$ cat config.mk
export PLATFORM = sky130hd
export DESIGN_NAME = midi_tx
export DESIGN_NICKNAME = d
export VERILOG_FILES = /design/src/rtl/midi_tx.sv
export SDC_FILE = /design/constraint.sdc
export NUM_CORES = 1
export LEC_CHECK = 0
export ABC_AREA = 0
export CAP_MARGIN = 20
export CORE_ASPECT_RATIO = 1.1
export CORE_UTILIZATION = 30
export CTS_CLUSTER_SIZE = 25
export DETAILED_ROUTE_END_ITERATION = 12
export PLACE_DENSITY = 0.6
export SYNTH_ARGS = -nofsm -noshare
export SYNTH_HDL_FRONTEND = slang
export SYNTH_SLANG_ARGS = --single-unit
$ cat constraint.sdc
create_clock -name clk -period 2.4 [get_ports clk]
set_input_delay 0.24 -clock clk [delete_from_list [all_inputs] [get_ports clk]]
set_output_delay 0.24 -clock clk [all_outputs]
set_load 0.01 [all_outputs]
$ cat src/rtl/midi_tx.sv
// MIDI transmitter: takes one channel or real-time message per handshake, turns it
// into MIDI bytes (with optional running status) and shifts each byte out as UART 8N1.
module midi_tx #(
    parameter int unsigned CLK_FREQ       = 100_000_000,
    parameter int unsigned BAUD_RATE      = 31250,
    parameter bit          RUNNING_STATUS = 1'b1
) (
    input  logic       clk,
    input  logic       reset_n,
    input  logic       midi_valid,
    output logic       midi_ready,
    input  logic [2:0] midi_cmd,
    input  logic [3:0] midi_ch_sysn,
    input  logic [6:0] midi_data0,
    input  logic [6:0] midi_data1,
    output logic       tx,
    output logic       tx_busy
);

    localparam int unsigned DIV   = CLK_FREQ / BAUD_RATE;
    localparam int unsigned CNT_W = (DIV > 1) ? $clog2(DIV) : 1;
    localparam int unsigned BIT_W = 4;
    localparam logic [BIT_W-1:0] STOP_IDX = BIT_W'(9);
    localparam logic [2:0]       CMD_SYS  = 3'd7;

    typedef struct packed {
        logic [2:0] cmd;
        logic [3:0] ch_sysn;
        logic [6:0] data0;
        logic [6:0] data1;
    } midi_msg_t;

    typedef enum logic [1:0] {IDLE, STATUS, DATA0, DATA1} state_t;

    state_t           state_q, state_d;
    midi_msg_t        msg_q, msg_d;
    logic [CNT_W-1:0] baud_q, baud_d;
    logic [BIT_W-1:0] bit_q, bit_d;
    logic [7:0]       last_status_q, last_status_d;
    logic             last_valid_q, last_valid_d;
    logic             tx_d, ready_d, busy_d;

    logic       accept;
    logic       skip_status;
    logic       bit_end;
    logic       byte_end;
    logic [7:0] status_in;
    logic [7:0] status_msg;
    logic [7:0] cur_byte;

    // Registers: message FSM, baud/bit counters, running-status memory, line outputs
    always_ff @(posedge clk or negedge reset_n) begin
        if (!reset_n) begin
            state_q       <= IDLE;
            msg_q         <= '0;
            baud_q        <= '0;
            bit_q         <= '0;
            last_status_q <= '0;
            last_valid_q  <= 1'b0;
            tx            <= 1'b1;
            midi_ready    <= 1'b1;
            tx_busy       <= 1'b0;
        end else begin
            state_q       <= state_d;
            msg_q         <= msg_d;
            baud_q        <= baud_d;
            bit_q         <= bit_d;
            last_status_q <= last_status_d;
            last_valid_q  <= last_valid_d;
            tx            <= tx_d;
            midi_ready    <= ready_d;
            tx_busy       <= busy_d;
        end
    end

    // Next-state and output decode; line outputs lag the FSM by one register stage
    always_comb begin
        state_d       = state_q;
        msg_d         = msg_q;
        baud_d        = baud_q;
        bit_d         = bit_q;
        last_status_d = last_status_q;
        last_valid_d  = last_valid_q;
        tx_d          = 1'b1;

        accept      = midi_valid & midi_ready;
        status_in   = {1'b1, midi_cmd, midi_ch_sysn};
        status_msg  = {1'b1, msg_q.cmd, msg_q.ch_sysn};
        skip_status = RUNNING_STATUS && (midi_cmd != CMD_SYS) && last_valid_q
                      && (last_status_q == status_in);
        bit_end     = (baud_q == CNT_W'(DIV - 1));
        byte_end    = bit_end && (bit_q == STOP_IDX);

        case (state_q)
            STATUS:  cur_byte = status_msg;
            DATA0:   cur_byte = {1'b0, msg_q.data0};
            DATA1:   cur_byte = {1'b0, msg_q.data1};
            default: cur_byte = 8'hFF;
        endcase

        ready_d = (state_q == IDLE) && !accept;
        busy_d  = !ready_d;

        if (state_q != IDLE) begin
            if (bit_q == '0)
                tx_d = 1'b0;
            else if (bit_q == STOP_IDX)
                tx_d = 1'b1;
            else
                tx_d = cur_byte[3'(bit_q - BIT_W'(1))];
        end

        case (state_q)
            IDLE: begin
                if (accept) begin
                    msg_d   = {midi_cmd, midi_ch_sysn, midi_data0, midi_data1};
                    baud_d  = '0;
                    bit_d   = '0;
                    state_d = skip_status ? DATA0 : STATUS;
                end
            end
            default: begin
                if (bit_end) begin
                    baud_d = '0;
                    bit_d  = bit_q + BIT_W'(1);
                end else begin
                    baud_d = baud_q + CNT_W'(1);
                end
                // Byte boundary: pick the next byte of the message or finish
                if (byte_end) begin
                    bit_d = '0;
                    case (state_q)
                        STATUS: begin
                            if (msg_q.cmd != CMD_SYS) begin
                                last_status_d = status_msg;
                                last_valid_d  = RUNNING_STATUS;
                            end else if (!msg_q.ch_sysn[3]) begin
                                last_valid_d  = 1'b0;
                            end
                            state_d = (msg_q.cmd == CMD_SYS) ? IDLE : DATA0;
                        end
                        DATA0: begin
                            state_d = (msg_q.cmd == 3'd4 || msg_q.cmd == 3'd5) ? IDLE : DATA1;
                        end
                        default: state_d = IDLE;
                    endcase
                end
            end
        endcase
    end

endmodule

==> results of run 1 <==
-- flip-flops by register name, summed over array words and instances, names as in the netlist --
| name | cells |
|---|---|
| tx_busy | 1 |
| last_status_q | 8 |
| midi_ready | 1 |
| bit_q | 4 |
| msg_q | 21 |
| tx | 1 |
| last_valid_q | 1 |
| state_q | 2 |
| baud_q | 12 |
-- per-stage QoR --
stage          utilization [%]  power, W  cell area [um^2]  TNS, ps  std cells
5_1_grt                  38.46  0.003454              3284        0        397
6_report                 38.46  0.003207              3284        0        397
3_5_place_dp             36.70  0.002631              3134        0        386
4_1_cts                  38.02  0.003221              3247        0        394
2_1_floorplan                -  0.002227              2694   -41.49        246
3_3_place_gp             36.70  0.002607              3134        0        386
-- synthesized netlist by cell type, types with 4 or more instances --
library cell | n | share of area [%]
a21oi_1 | 9 | 1.7
a221o_1 | 4 | 1.5
a22o_1 | 6 | 2.0
clkbuf_1 | 7 | 0.98
dfrtp_1 | 49 | 46
ha_1 | 9 | 4.2
inv_1 | 13 | 1.8
mux2_2 | 26 | 11
mux2_4 | 7 | 3.9
nand2_1 | 21 | 2.9
nand3_1 | 9 | 1.7
nor2_1 | 8 | 1.1
o21ai_0 | 19 | 3.5
xor2_1 | 7 | 2.3
-- cell usage in the layout (no fill, tap or decap), drive strengths merged, types with 9 or more instances in the layout --
| cell | Yosys | layout |
|---|---|---|
| o21ai | 19 | 19 |
| ha | 9 | 9 |
| mux2 | 33 | 33 |
| nand3 | 9 | 9 |
| inv | 13 | 13 |
| clkdlybuf4s50 | 0 | 25 |
| nand2 | 21 | 21 |
| a21oi | 9 | 9 |
| dfrtp | 49 | 49 |
| buf | 4 | 17 |
-- worst reg2reg max path, cell delays in order (launching register included) --
cell and delay [ps]:
dfrtp_1 390, or4b_4 540, or4_4 450, nor3b_4 230, and3_4 290, mux2_4 310
-- worst max-delay path by stage --
stage / startpoint / end / slack (ps)
2_1_floorplan: baud_q[8]$_DFFE_PN0N_ / last_status_q[0]$_DFFE_PN0P_ / -6
3_3_place_gp: baud_q[8]$_DFFE_PN0N_ / last_status_q[1]$_DFFE_PN0P_ / 60
3_5_place_dp: baud_q[8]$_DFFE_PN0N_ / last_status_q[4]$_DFFE_PN0P_ / 40
4_1_cts: baud_q[8]$_DFFE_PN0N_ / last_status_q[4]$_DFFE_PN0P_ / 20
5_1_grt: baud_q[8]$_DFFE_PN0N_ / last_status_q[4]$_DFFE_PN0P_ / 0.06
6_report: baud_q[8]$_DFFE_PN0N_ / last_status_q[4]$_DFFE_PN0P_ / 80
-- kinds of logic after synthesis --
family / after synthesis / synth area share, %
simple gates: 63 / 12.45
mux: 35 / 15.51
flops: 51 / 47.47
buf+inv: 24 / 3.995
fa+ha+maj: 9 / 4.180
xor+xnor: 8 / 2.601
compound gates: 56 / 13.79
-- power groups by stage --
stage / registers (W) / clock network, W / logic, W
final: 0.00137 / 0.000580 / 0.00125
after global routing: 0.00142 / 0.000619 / 0.00141
after CTS: 0.00138 / 0.000596 / 0.00125
after detailed placement: 0.00139 / 0 / 0.00124
after global placement: 0.00138 / 0 / 0.00122
after floorplan: 0.00133 / 0 / 0.000898
-- cell type report --
cell class / instances / area, um^2
flip-flops and latches: 51 / 1279
clock inverters: 1 / 30.03
clock buffers: 6 / 72.57
well taps: 111 / 138.9
multi-input cells: 172 / 1330
repair buffers: 43 / 385.4
inverters: 13 / 48.80
fillers: 842 / 5255
-- routing by layer --
| metal | global-route usage [%] | wire length, um |
|---|---|---|
| met5 | 0 | 0 |
| met2 | 20.28 | 2456 |
| met3 | 2.553 | 198 |
| met1 | 17.47 | 2708 |
| met4 | 4.928 | 81 |
-- timing repair --
| action | 4_1_cts | 5_1_grt |
|---|---|---|
| resized for setup | 0 | 3 |
| hold buffers | 1 | 0 |
| setup endpoints to repair | 0 | 14 |
| hold endpoints to repair | 4 | 0 |
| buffers inserted | 0 | 2 |
==> impl_metrics.tcl, run 1 <==
set metrics [dict create \
    cts_tree "yes" \
    pwr_density_cell_nw_per_um2 976.5 \
    dp_hpwl_um 3996 \
    max_slew_margin_pct 53.78 \
    clock_latency_ps 300 \
    ys_seq_area_share_pct 47.47 \
    async_flop_share_pct 100.0 \
    clock-sinks 51 \
    rsz0062_at_grt "no" \
    endpoint_kind "register" \
    p_sw_w 0.001134 \
    whs_ps 483.0 \
    nets 319 \
    start_kind "register" \
    r2r_cells 5 \
    final_layout_size_suffix_gt1_share_pct 22.73 \
    drv_cap 0 \
    r2r-start "baud_q[8]$_DFFE_PN0N_" \
    ant_nets 0 \
    io_buffers 26 \
    detail_route.wl_per_cell_um 13.72 \
    worst-setup-path-type "register to register" \
    period_minus_slack_ps 2319 \
    ys_ff_latch 51 \
    pwr-share-comb_pct 39.1 \
    rows 35 \
    cp_cell_sequence "or4b_4, or4_4, nor3b_4, and3_4, mux2_4" \
    hold_start "last_status_q[7]$_DFFE_PN0P_" \
    crit_family "simple AND/OR/NAND/NOR gates" \
    clkTransAtPathRegs_ps 90 \
    hold-path-cell-count 1 \
    cp_slowest_cell "or4b_4" \
    grt-ovfl-total 0 \
    fmax_mhz 431.2 \
    synthesis.nets 279 \
    fp.coreArea_um2 8539 \
    finalHoldViolCount 0 \
    final_max_slew_viol_count 0 \
    avgSynthCellArea_um2 10.95 \
    grt_pass1_vias 2009 \
    die_x_um 92.35 \
    clk_path_buf_depth 2 \
    path_max_fanout 5 \
    crit_arrival_ps 2510 \
    p_int_w 0.002074 \
    setup_viol 0 \
    finalCritPeriodShare_pct 96.63 \
    min_to "last_status_q[7]$_DFFE_PN0P_" \
    seqPwrFrac_pct 42.9 \
    reg2reg_setup_slack_ps 80 \
    place_congestion 0.7980 \
    synthCells 246 \
    grt_antenna_before_repair 0 \
    grt_usage_pct 12.87 \
    synth_edf_count 0 \
    pre_cts_slack_ps 35.41 \
    dieArea_um2 9363 \
    area_delta_synth_final_pct 21.92 \
    diodes 0 \
    ys.flop_type "dfrtp_1" \
    grt_first_pass_wirelength_um 9542 \
    swShare_pct 35.34 \
    yosysWarnings 0 \
    worstPathRequired_ps 2590 \
    finalWirelength_um 5445 \
    drtIter0Drc 99 \
    numCtsBuffers 5 \
    cts-root-buf "clkbuf_8" \
    via_per_inst 4.957 \
    fin_ws_ps 80.88 \
    hp-class "register to register" \
    io_pins 27 \
    start_util_pct 31.55 \
    syn_area_um2 2694 \
    yosysUniqueCellTypes 47 \
    via_count 1968 \
    finalClockSkew_ps 6.588 \
    max_stage_delay_ps 540 \
    clockPowerShare_pct 18.1 \
    critical_path_depth 5 \
    worstReg2RegEnd "last_status_q[4]$_DFFE_PN0P_" \
    grt_max_degree 31 \
    htreeDepth 2 \
    dr.pass1.iters 4 \
    status "finished, final reports clean" \
    drc_errors 0 \
    ir_drop_mv 0.3481 \
    die-height_um 101.4 \
    power_leakage_nw 1.423 \
    worst_pin_slew_ps 693.3 \
    crit_buf_inv 0 \
]
Note: power is estimated with default switching activity, not from simulation.
==> inputs of run 2 (changes only) <==
--- a/config.mk
+++ b/config.mk
@@ -11,7 +11,9 @@
 export CORE_UTILIZATION = 30
 export CTS_CLUSTER_SIZE = 25
 export DETAILED_ROUTE_END_ITERATION = 12
+export MAX_ROUTING_LAYER = met4
 export PLACE_DENSITY = 0.6
+export SLEW_MARGIN = 25
 export SYNTH_ARGS = -nofsm -noshare
 export SYNTH_HDL_FRONTEND = slang
 export SYNTH_SLANG_ARGS = --single-unit
==> run 2 against run 1 <==
Against the previous run:
- clock skew about the same
- power decreased by 0.16%
- global-route usage grew 0.41 points
- worst setup slack better by 3.0 ps
- highest routed layer unchanged
- first-iteration DRC count increased by 3.0%
- via count increased by 0.15%
- die area is the same
- non-clock buffer count is the same
- flip-flop and latch count unchanged
- clock-buffer cell count did not move
- wire length shrank 0.57%
==> impl_metrics.tcl, run 2 (synthesized netlist as in run 1, its figures left out) <==
set metrics [dict create \
    io_pins 27 \
    dr.pass1.iters 4 \
    finalWirelength_um 5414 \
    hold-path-cell-count 1 \
    grt-ovfl-total 0 \
    grt_max_degree 31 \
    die_x_um 92.35 \
    fmax_mhz 431.8 \
    cts_tree "yes" \
    finalClockSkew_ps 6.097 \
    status "finished, final reports clean" \
    numCtsBuffers 5 \
    top_regs "msg_q x21, baud_q x12, last_status_q x8" \
    final_max_slew_viol_count 0 \
    clock_latency_ps 300 \
    finalHoldViolCount 0 \
    area_delta_synth_final_pct 21.92 \
    worst_pin_slew_ps 691.3 \
    grt_usage_pct 13.28 \
    clock-sinks 51 \
    r2r_cells 5 \
    via_per_inst 4.965 \
    dp_hpwl_um 3996 \
    nets 319 \
    cts-root-buf "clkbuf_8" \
    drv_cap 0 \
    dieArea_um2 9363 \
    seqPwrFrac_pct 42.9 \
    clk_path_buf_depth 2 \
    p_int_w 0.002074 \
    final_common_cell "dfrtp_1" \
    swShare_pct 35.24 \
    start_util_pct 31.55 \
    die-height_um 101.4 \
    clkTransAtPathRegs_ps 90 \
    cp-endpoint "last_status_q[4]$_DFFE_PN0P_" \
    fin_cells 397 \
    pwr-share-comb_pct 39.0 \
    hp-class "register to register" \
    fp.coreArea_um2 8539 \
    regMostFlops "msg_q" \
    endpoint_kind "register" \
    path_max_fanout 5 \
    ant_nets 0 \
    worstPathRequired_ps 2590 \
    place_congestion 0.8095 \
    final_layout_size_suffix_gt1_share_pct 22.73 \
    drtIter0Drc 102 \
    io_buffers 26 \
    rsz0062_at_grt "no" \
    drc_errors 0 \
    via_count 1971 \
    period_minus_slack_ps 2316 \
    r2r-start "baud_q[8]$_DFFE_PN0N_" \
    largest_reg_flops 21 \
    rows 35 \
    worst-setup-path-type "register to register" \
    diodes 0 \
    p_sw_w 0.001129 \
    clockPowerShare_pct 18.1 \
    dpl.cell_count 386 \
    finalCritPeriodShare_pct 96.51 \
    setup-tns-final_ps 0 \
    setup_viol 0 \
    startpoint "baud_q[8]$_DFFE_PN0N_" \
    grt_pass1_vias 2009 \
    htreeDepth 2 \
    grt_first_pass_wirelength_um 9549 \
    grt_antenna_before_repair 0 \
    ir_drop_mv 0.3480 \
    reg2reg_setup_slack_ps 80 \
    max_slew_margin_pct 53.91 \
    final_cell_mix "dfrtp_1 (49), mux2_2 (26), clkdlybuf4s50_1 (25)" \
    worstReg2RegEnd "last_status_q[4]$_DFFE_PN0P_" \
    power_leakage_nw 1.423 \
    pwr_density_cell_nw_per_um2 974.9 \
    start_kind "register" \
    crit_arrival_ps 2510 \
    detail_route.wl_per_cell_um 13.64 \
]
==> run 2: critical path, cell delays in order (launching register included) <==
cell     delay [ps]
dfrtp_1         390
or4b_4          540
or4_4           450
nor3b_4         230
and3_4          290
mux2_4          310
==> run 2: worst min path at each step <==
stage / end / start
2_1_floorplan: baud_q[0]$_DFFE_PN0N_ / reset_n
3_3_place_gp: msg_q[15]$_DFFE_PN0P_ / reset_n
3_5_place_dp: last_status_q[0]$_DFFE_PN0P_ / reset_n
4_1_cts: last_status_q[7]$_DFFE_PN0P_ / last_status_q[7]$_DFFE_PN0P_
5_1_grt: last_status_q[7]$_DFFE_PN0P_ / last_status_q[7]$_DFFE_PN0P_
6_report: last_status_q[7]$_DFFE_PN0P_ / last_status_q[7]$_DFFE_PN0P_
==> run 2: repair_timing <==
action	CTS	global route
hold endpoints to repair	4	0
buffers inserted	0	2
resized for setup	0	3
setup endpoints to repair	0	14
hold buffers	1	0
==> run 2: power by group through the flow <==
stage	clock, W	sequential, W	combinational [W]
2_1_floorplan	0	0.00133	0.000898
3_3_place_gp	0	0.00138	0.00122
3_5_place_dp	0	0.00139	0.00124
4_1_cts	0.000596	0.00138	0.00125
5_1_grt	0.000619	0.00142	0.00141
6_report	0.000579	0.00137	0.00125
==> run 2: layer usage <==
| metal | track usage, % | vias up | routed length (um) |
|---|---|---|---|
| met5 | - | - | 0 |
| met4 | 4.928 | 0 | 80 |
| met3 | 2.477 | 7 | 179 |
| met2 | 20.23 | 36 | 2442 |
| met1 | 17.57 | 958 | 2712 |
| li1 | - | 970 | - |
==> run 2: final cells by class <==
class                   instances  area, um^2
fillers                       842        5255
flip-flops and latches         51        1279
inverters                      13       48.80
clock inverters                 1       30.03
well taps                     111       138.9
clock buffers                   6       72.57
repair buffers                 43       385.4
multi-input cells             172        1330
==> run 2: per-stage QoR <==
stage | total power, W | setup WS, ps | utilization (%) | instance area (um^2) | hold slack [ps]
floorplan | 0.002227 | -5.927 | - | 2694 | -55.59
global placement | 0.002607 | 62.97 | 36.70 | 3134 | 337.5
detailed placement | 0.002631 | 35.41 | 36.70 | 3134 | 336.4
CTS | 0.003221 | 22.11 | 38.02 | 3247 | 483.7
global route | 0.003453 | 0.05795 | 38.46 | 3284 | 513.3
finish | 0.003202 | 83.87 | 38.46 | 3284 | 483.0
